--- src/rtl/ifmap_bus_feeder.sv ---
// Streams one ifmap row from the global buffer onto a PE column's feature bus.
// Define GIN_ZERO_PAD_EN to add leading/trailing zero padding to each row.
module ifmap_bus_feeder #(
    parameter int unsigned DATA_WIDTH = 16,
    parameter int unsigned ADDR_WIDTH = 8,
    parameter int unsigned ID_WIDTH   = 8,
    parameter int unsigned NUM_PE     = 12,
    parameter int unsigned PARA_WIDTH = 8
) (
    input  logic                  clk,
    input  logic                  rst_n,
    input  logic                  start,
    input  logic [ADDR_WIDTH-1:0] base_addr,
    input  logic [ADDR_WIDTH-1:0] len,
    input  logic [ID_WIDTH-1:0]   row_id,
    input  logic [NUM_PE-1:0]     dest_mask,
`ifdef GIN_ZERO_PAD_EN
    input  logic [PARA_WIDTH-1:0] pad,
`endif
    output logic                  rd_en,
    output logic [ADDR_WIDTH-1:0] rd_addr,
    input  logic [DATA_WIDTH-1:0] rd_data,
    input  logic [NUM_PE-1:0]     pe_ready,
    output logic [ID_WIDTH-1:0]   bus_feature_id,
    output logic [DATA_WIDTH-1:0] bus_feature_in,
    output logic                  bus_feature_valid,
    output logic                  busy,
    output logic                  done
);

    // Beat counter must hold len + 2*pad.
    localparam int unsigned CntW = ((ADDR_WIDTH > PARA_WIDTH) ? ADDR_WIDTH : PARA_WIDTH) + 2;

    typedef enum logic [1:0] {StIdle, StRun, StDone} state_e;

    state_e                state_q, state_d;
    logic [ADDR_WIDTH-1:0] base_q, len_q, rd_issued_q;
    logic [ID_WIDTH-1:0]   row_id_q;
    logic [NUM_PE-1:0]     mask_q;
    logic [CntW-1:0]       sent_q;
`ifdef GIN_ZERO_PAD_EN
    logic [PARA_WIDTH-1:0] pad_q;
`endif

    logic [DATA_WIDTH-1:0] buf_q [2];
    logic                  wr_ptr_q, rd_ptr_q, inflight_q;
    logic [1:0]            count_q;

    logic                  valid_q;
    logic [DATA_WIDTH-1:0] data_q;
    logic [ID_WIDTH-1:0]   fid_q;

    logic [CntW-1:0] pad_w, pad_in_w, len_w, total, total_in;
    logic            in_run, gate, beats_left, zero_beat, go, pop;
    logic [2:0]      occ_after;

    always_comb begin
`ifdef GIN_ZERO_PAD_EN
        pad_w    = CntW'(pad_q);
        pad_in_w = CntW'(pad);
`else
        pad_w    = '0;
        pad_in_w = '0;
`endif
        len_w      = CntW'(len_q);
        total      = len_w + (pad_w << 1);
        total_in   = CntW'(len) + (pad_in_w << 1);
        in_run     = (state_q == StRun);
        gate       = &(pe_ready | ~mask_q);
        beats_left = (sent_q != total);
        zero_beat  = (sent_q < pad_w) || (sent_q >= (pad_w + len_w));
        go         = in_run && beats_left && gate && (zero_beat || (count_q != 2'd0));
        pop        = go && !zero_beat;
        // Occupancy is taken after this cycle's pop so a steady stream needs no bubble.
        occ_after  = {1'b0, count_q} - {2'b0, pop} + {2'b0, inflight_q};
        rd_en      = in_run && (rd_issued_q < len_q) && (occ_after < 3'd2);
        rd_addr    = base_q + rd_issued_q;
    end

    always_comb begin
        state_d = state_q;
        unique case (state_q)
            StIdle: if (start) state_d = (total_in == '0) ? StDone : StRun;
            StRun:  if (!beats_left) state_d = StDone;
            StDone: state_d = StIdle;
            default: state_d = StIdle;
        endcase
    end

    always_ff @(posedge clk or negedge rst_n) begin
        if (!rst_n) begin
            state_q     <= StIdle;
            base_q      <= '0;
            len_q       <= '0;
            row_id_q    <= '0;
            mask_q      <= '0;
            rd_issued_q <= '0;
            sent_q      <= '0;
`ifdef GIN_ZERO_PAD_EN
            pad_q       <= '0;
`endif
        end else begin
            state_q <= state_d;
            if (state_q == StIdle && start) begin
                base_q      <= base_addr;
                len_q       <= len;
                row_id_q    <= row_id;
                mask_q      <= dest_mask;
                rd_issued_q <= '0;
                sent_q      <= '0;
`ifdef GIN_ZERO_PAD_EN
                pad_q       <= pad;
`endif
            end else begin
                if (rd_en) rd_issued_q <= rd_issued_q + 1'b1;
                if (go)    sent_q      <= sent_q + 1'b1;
            end
        end
    end

    always_ff @(posedge clk or negedge rst_n) begin
        if (!rst_n) begin
            buf_q[0]   <= '0;
            buf_q[1]   <= '0;
            wr_ptr_q   <= 1'b0;
            rd_ptr_q   <= 1'b0;
            count_q    <= 2'd0;
            inflight_q <= 1'b0;
        end else begin
            inflight_q <= rd_en;
            if (inflight_q) begin
                buf_q[wr_ptr_q] <= rd_data;
                wr_ptr_q        <= ~wr_ptr_q;
            end
            if (pop) rd_ptr_q <= ~rd_ptr_q;
            count_q <= count_q + {1'b0, inflight_q} - {1'b0, pop};
        end
    end

    always_ff @(posedge clk or negedge rst_n) begin
        if (!rst_n) begin
            valid_q <= 1'b0;
            data_q  <= '0;
            fid_q   <= '0;
        end else begin
            valid_q <= go;
            if (go) begin
                data_q <= zero_beat ? '0 : buf_q[rd_ptr_q];
                fid_q  <= row_id_q;
            end
        end
    end

    assign bus_feature_valid = valid_q;
    assign bus_feature_in    = data_q;
    assign bus_feature_id    = fid_q;
    assign busy              = (state_q != StIdle);
    assign done              = (state_q == StDone);

endmodule

--- config.mk ---
export PLATFORM = sky130hd
export DESIGN_NAME = ifmap_bus_feeder
export DESIGN_NICKNAME = d
export VERILOG_FILES = /design/src/rtl/ifmap_bus_feeder.sv
export SDC_FILE = /design/constraint.sdc
export NUM_CORES = 1
export LEC_CHECK = 0
export CAP_MARGIN = 5
export CORE_MARGIN = 2
export CORE_UTILIZATION = 35
export DETAILED_ROUTE_END_ITERATION = 12
export DONT_BUFFER_PORTS = 1
export REMOVE_ABC_BUFFERS = 1
export SLEW_MARGIN = 25
export SYNTH_ARGS = -nofsm -noshare
export SYNTH_HDL_FRONTEND = slang
export SYNTH_SLANG_ARGS = --single-unit
--- constraint.sdc ---
create_clock -name clk -period 4.9 [get_ports clk]
set_clock_uncertainty 0.05 [all_clocks]
set_input_delay 0.49 -clock clk [delete_from_list [all_inputs] [get_ports clk]]
set_output_delay 0.49 -clock clk [all_outputs]
set_load 0.05 [all_outputs]
### Yosys cells after proc, flatten, opt, wreduce, memory -nomap -nowiden

Cells that the tools add are included.

* register bits after elaboration: 118
* bits of input ports: 67
* output and inout port bits: 36

* $add $sub $neg: 7
* $lt $le $gt $ge: 7
* equality and inequality tests: 5
* mux-type cells: 15
* bitwise logic cells: 6
* reductions and logical operators: 19

Operators by type and width (number)
* 16-bit two-way mux: 5
* 32-bit bitwise mux: 1
* 10-bit two-way mux: 2
* 16-bit demux with 1-bit select: 1
* 8-bit two-way mux: 2
* 12-bit inverter: 1
* 12-bit OR: 1
* 12-bit AND reduction: 1
* 10-bit by 1-bit adder with 10-bit output, second input constant: 1
* 10-bit by 8-bit greater-or-equal comparator with 1-bit output: 1
* 10-bit logical NOT: 1
* 10-bit by 1-bit less-than comparator with 1-bit output, second input constant: 1
* 10-bit by 8-bit inequality test with 1-bit output: 1
* 8-bit by 1-bit adder with 8-bit output, second input constant: 1
* 8-bit adder: 1
* 1-bit logical AND: 8
* 8-bit less-than comparator: 1
* 2-bit nonzero test: 4
* 2-bit two-way mux: 3
* 2-bit greater-or-equal comparator, second input constant: 2
* 2-bit inequality test, second input constant: 2
* 1-bit inverter with 2-bit output: 2
* 2-bit one-hot mux with 2 select lines: 1
* 3-bit by 1-bit adder with 3-bit output: 1
* other kinds (12): 14

### Logic depth before layout (Yosys ltp)

* depth in word-level cells: 12
* gate-level depth with buffers: 17
* mapped depth without buffers: 16

### Least setup slack after synthesis

No wires, ideal clock.

* path kind: reg2out
* start point: register sent_q[7]
* end point: output rd_en
* data arrival time: 3.435 ns
* required time: 4.360 ns
* setup slack: 0.925 ns
* stages on the path, launching flop included: 14
* path buffers: 2
* cells stage by stage: dfrtp_1 > ha_1 > a2111o_1 > a211o_1 > buf_2 > nor2_1 > ha_1 > inv_1 > ha_1 > fa_1 > a2111oi_0 > nand2_1 > a41oi_1 > buf_2

* longest elaborated chain between the ends: 9

Ends and longest elaborated chain
* from (decl): RTL line 40 `logic [CntW-1:0] sent_q;`
* from (signal assigned): RTL line 116 `if (go) sent_q <= sent_q + 1'b1;`
* 10-bit by 1-bit less-than comparator with 1-bit output, or another cell as far along: RTL line 71 `zero_beat = (sent_q < pad_w) || (sent_q >= (pad_w + len_w));`
* 1-bit logical OR or 1-bit logical AND (tied branches): RTL line 71, 72
* 1-bit logical OR or 1-bit logical AND (tied branches): RTL line 72 `go = in_run && beats_left && gate && (zero_beat || (count_q != 2'd0));`
* 1-bit logical AND: RTL line 72
* 1-bit logical AND *: RTL line 73 `pop = go && !zero_beat;`
* named net pop: RTL line 54 `logic in_run, gate, beats_left, zero_beat, go, pop;`
* 2-bit by 1-bit subtractor with 3-bit output *: RTL line 75 `occ_after = {1'b0, count_q} - {2'b0, pop} + {2'b0, inflight_q};`
* 3-bit by 1-bit adder with 3-bit output *: RTL line 75
* named net occ_after[1]: RTL line 55 `logic [2:0] occ_after;`
* 3-bit by 2-bit less-than comparator with 1-bit output *: RTL line 76 `rd_en = in_run && (rd_issued_q < len_q) && (occ_after < 3'd2);`
* 1-bit logical AND *: RTL line 76
* to (decl): RTL line 20 `output logic rd_en,`

Mark *: on every way through the listed nets, which the timed path passes. The rest lies on a longest branch.

### Worst setup path in the final report

Ends and elaborated chain as after synthesis.

==> flow_summary.json <==
{
  "clock_sinks": 118,
  "place_ws_ps": 857.0,
  "max_freq_ghz": 0.2234,
  "slew_headroom_pct": 26.35,
  "use_met3_pct": 4.194,
  "status": "finished with violations",
  "setup_viol": 0,
  "globalRouteMet2Util_pct": 23.81,
  "muxShareOfSynthArea_pct": 12.29,
  "first_global_vias": 3798,
  "final_layout_size_suffix_gt1_share_pct": 15.08,
  "grt_use_met1_pct": 18.70,
  "hold_violations": 9,
  "clockPowerShare_pct": 27.8,
  "whs_ps": -23.01,
  "synth_area_mm2": 0.005618,
  "fin_nets": 619,
  "pin_count": 103,
  "power_frac_seq_pct": 44.1,
  "drv_slew": 0,
  "avgViaCountPerCell": 4.997,
  "hpwl_um": 7914,
  "htreeDepth": 4,
  "rsz0062_at_grt": "no",
  "fp.dieH_um": 130.7,
  "ys_ff_latch": 118,
  "cts_buffer_depth": 2,
  "min_path_type": "in -> async",
  "vias": 3763,
  "dieArea_mm2": 0.01708,
  "antennaDiodeCount": 0,
  "irDropWorstVdd_mv": 0.2655,
  "violations": "hold timing",
  "finalSetupTns_ps": 0,
  "post-cts-setup-buffer-count": 0,
  "layout_common_cells": "nand2_1, dfrtp_1, mux2_2, ha_1, mux2i_1",
  "die_w_um": 130.7,
  "rr_endpoint": "rd_issued_q[5]",
  "core_mm2": 0.01577,
  "layout_commonest_cell": "nand2_1",
  "finalNonFillerCells": 753,
  "synth_cell_types": 46,
  "firstDrtPassIters": 4,
  "rows": 46,
  "clock_latency_ps": 410,
  "gp_congestion": 0.8493,
  "timing.final.crit_period_ps": 4476,
  "path_class": "reg -> out",
  "cp-end-kind": "output port",
  "drt_iter0_drc": 186,
  "p_leak_nw": 3.077,
  "p_sw_w": 0.001855,
  "async_flop_share_pct": 100.0,
  "antenna_left": 0,
  "start_util_pct": 35.62,
  "synth_ff_type": "dfrtp_1",
  "internal_power_w": 0.002712,
  "dp_cells": 720,
  "synth_edf_count": 0,
  "cts_tree": "built",
  "pwr-share-comb_pct": 28.1,
  "grt_pass1_wl_um": 19520,
  "fin_ws_ps": 424.3,
  "synthAdderAreaFrac_pct": 6.503,
  "synth-compound-area-share_pct": 9.109,
  "worstSetupStartpointType": "flop",
  "track_usage_pct": 14.91,
  "switching_share_pct": 40.61,
  "clkTransAtPathRegs_ps": 60,
  "synth_area_per_cell_um2": 10.70,
  "r2r_slack_ps": 860,
  "overflow": 0,
  "cts_resized": 0,
  "grt_busiest_layer": "met2",
  "numCtsBuffers": 17,
  "synth-seq-area-share_pct": 52.56,
  "avgRoutedWirePerCell_um": 15.97,
  "grt_start_max_net_pins": 119,
  "postSynthCellCount": 525,
  "syn2layout_area_growth_pct": 15.08,
  "worstPathRequired_ps": 4360,
  "finalCritPeriodShare_pct": 91.34,
  "synthSimpleGateAreaFrac_pct": 14.48,
  "cap_viol_max_count": 0,
  "synth_warnings": 0,
  "synth_top_family_by_area": "simple AND/OR/NAND/NOR gates",
  "reg2reg_depth": 16,
  "cts_hold_buf": 1,
  "synth-xor-area-share_pct": 1.559,
  "drt_wl_total_um": 12020,
  "p_per_area_mw_per_mm2": 706.4,
  "drc": 0,
  "root_buffer": "clkbuf_16",
  "port-buffer-count": 0,
  "r2r-start": "sent_q[7]",
  "tightest_slew_ps": 1097,
  "crit_arrival_ps": 3940,
  "antenna_found_initial": 0,
  "crit_path_max_fanout": 13
}
==> per-layer routing <==
metal / vias to the layer above / wire (µm)
met5: - / 0
met4: 0 / 357
met3: 26 / 590
met2: 77 / 5863
met1: 1853 / 5213
li1: 1807 / -
==> per-stage QoR <==
stage	total power, W	hold WS [ps]	area [µm²]	util [%]
after detailed placement	0.003307	146.3	5819	36.90
final	0.004567	-23.01	6465	40.99
after CTS	0.004616	9.415	6456	40.94
after floorplan	0.002871	144.4	5508	-
after global placement	0.003237	146.6	5819	36.90
after global routing	0.004865	27.06	6465	40.99
==> cell usage after synthesis, types with 2 or more instances <==
library cell | instances | area (µm²)
o21ai_0 | 20 | 100.1
dfrtp_1 | 118 | 2953
nor3b_1 | 3 | 22.52
xor2_1 | 4 | 35.03
a31oi_1 | 3 | 18.77
a21o_1 | 4 | 30.03
ha_1 | 26 | 325.3
nor2b_1 | 4 | 25.02
clkbuf_1 | 15 | 56.30
a211oi_1 | 2 | 15.01
nor3_1 | 5 | 25.02
and2_1 | 2 | 12.51
or3_1 | 2 | 12.51
or4_1 | 3 | 22.52
nor2_1 | 16 | 60.06
buf_2 | 7 | 35.03
inv_1 | 23 | 86.33
xnor2_1 | 6 | 52.55
fa_1 | 2 | 40.04
buf_1 | 2 | 7.510
nand2b_1 | 14 | 87.58
o31ai_1 | 17 | 127.6
a41o_1 | 3 | 30.03
mux2_2 | 40 | 450.4
and3_1 | 2 | 12.51
nand3_1 | 8 | 40.04
o2111ai_1 | 3 | 26.28
a21oi_1 | 7 | 35.03
a41oi_1 | 2 | 17.52
mux2i_1 | 24 | 240.2
o211ai_1 | 2 | 15.01
nand4_1 | 2 | 12.51
nand2_1 | 121 | 454.2
==> worst max-delay path by stage <==
stage / start / end / slack (ps) / cells past startpoint
6_report: sent_q[7] / rd_en / 420 / 14
3_5_place_dp: sent_q[7] / rd_en / 860 / 14
4_1_cts: sent_q[7] / rd_en / 410 / 14
3_3_place_gp: sent_q[7] / rd_en / 940 / 14
2_1_floorplan: sent_q[7] / rd_issued_q[3] / 50 / 13
5_1_grt: sent_q[7] / rd_en / 80 / 14
==> layout make-up <==
cell class,count,area [µm²]
Clock inverter,12,152.6
Fill cell,1551,9305
Clock buffer,20,456.7
Inverter,23,86.33
Tap cell,216,270.3
Timing Repair Buffer,5,57.56
Multi-Input combinational cell,359,2489
Sequential cell,118,2953
==> state kept, by name, indices dropped and copies added (netlist names), 2 cells and up <==
name and cells:
mask_q 12, rd_issued_q 8, row_id_q 8, bus_feature_id 8, base_q 8, bus_feature_in 16
buf_q 32, len_q 8, sent_q 10, count_q 2, state_q 2
==> power by group through the flow <==
stage / logic [W] / registers [W] / clock network [W]
floorplan: 0.00103 / 0.00184 / 0
global placement: 0.00122 / 0.00201 / 0
detailed placement: 0.00127 / 0.00204 / 0
CTS: 0.00130 / 0.00202 / 0.00130
global route: 0.00144 / 0.00208 / 0.00134
finish: 0.00128 / 0.00202 / 0.00127
==> logic make-up after synthesis <==
group,count (synthesis)
adders and majority gates,28
muxes,64
AOI/OAI and AO/OA,72
and+or+nand+nor,185
DFF,118
xor gates and xnor gates,10
buffers and inverters,48
==> critical path: stages (launching register included) <==
cell and delay [ps]:
dfrtp_1 430, ha_1 310, nand4bb_1 140, nor2_1 80, a41oi_1 440, o211ai_1 160, nor2_1 190, ha_1 260
inv_1 60, ha_1 150, fa_1 430, a2111oi_0 280, nand2_1 110, a41oi_2 160, buf_4 320
Note: power is estimated with default switching activity, not from simulation.
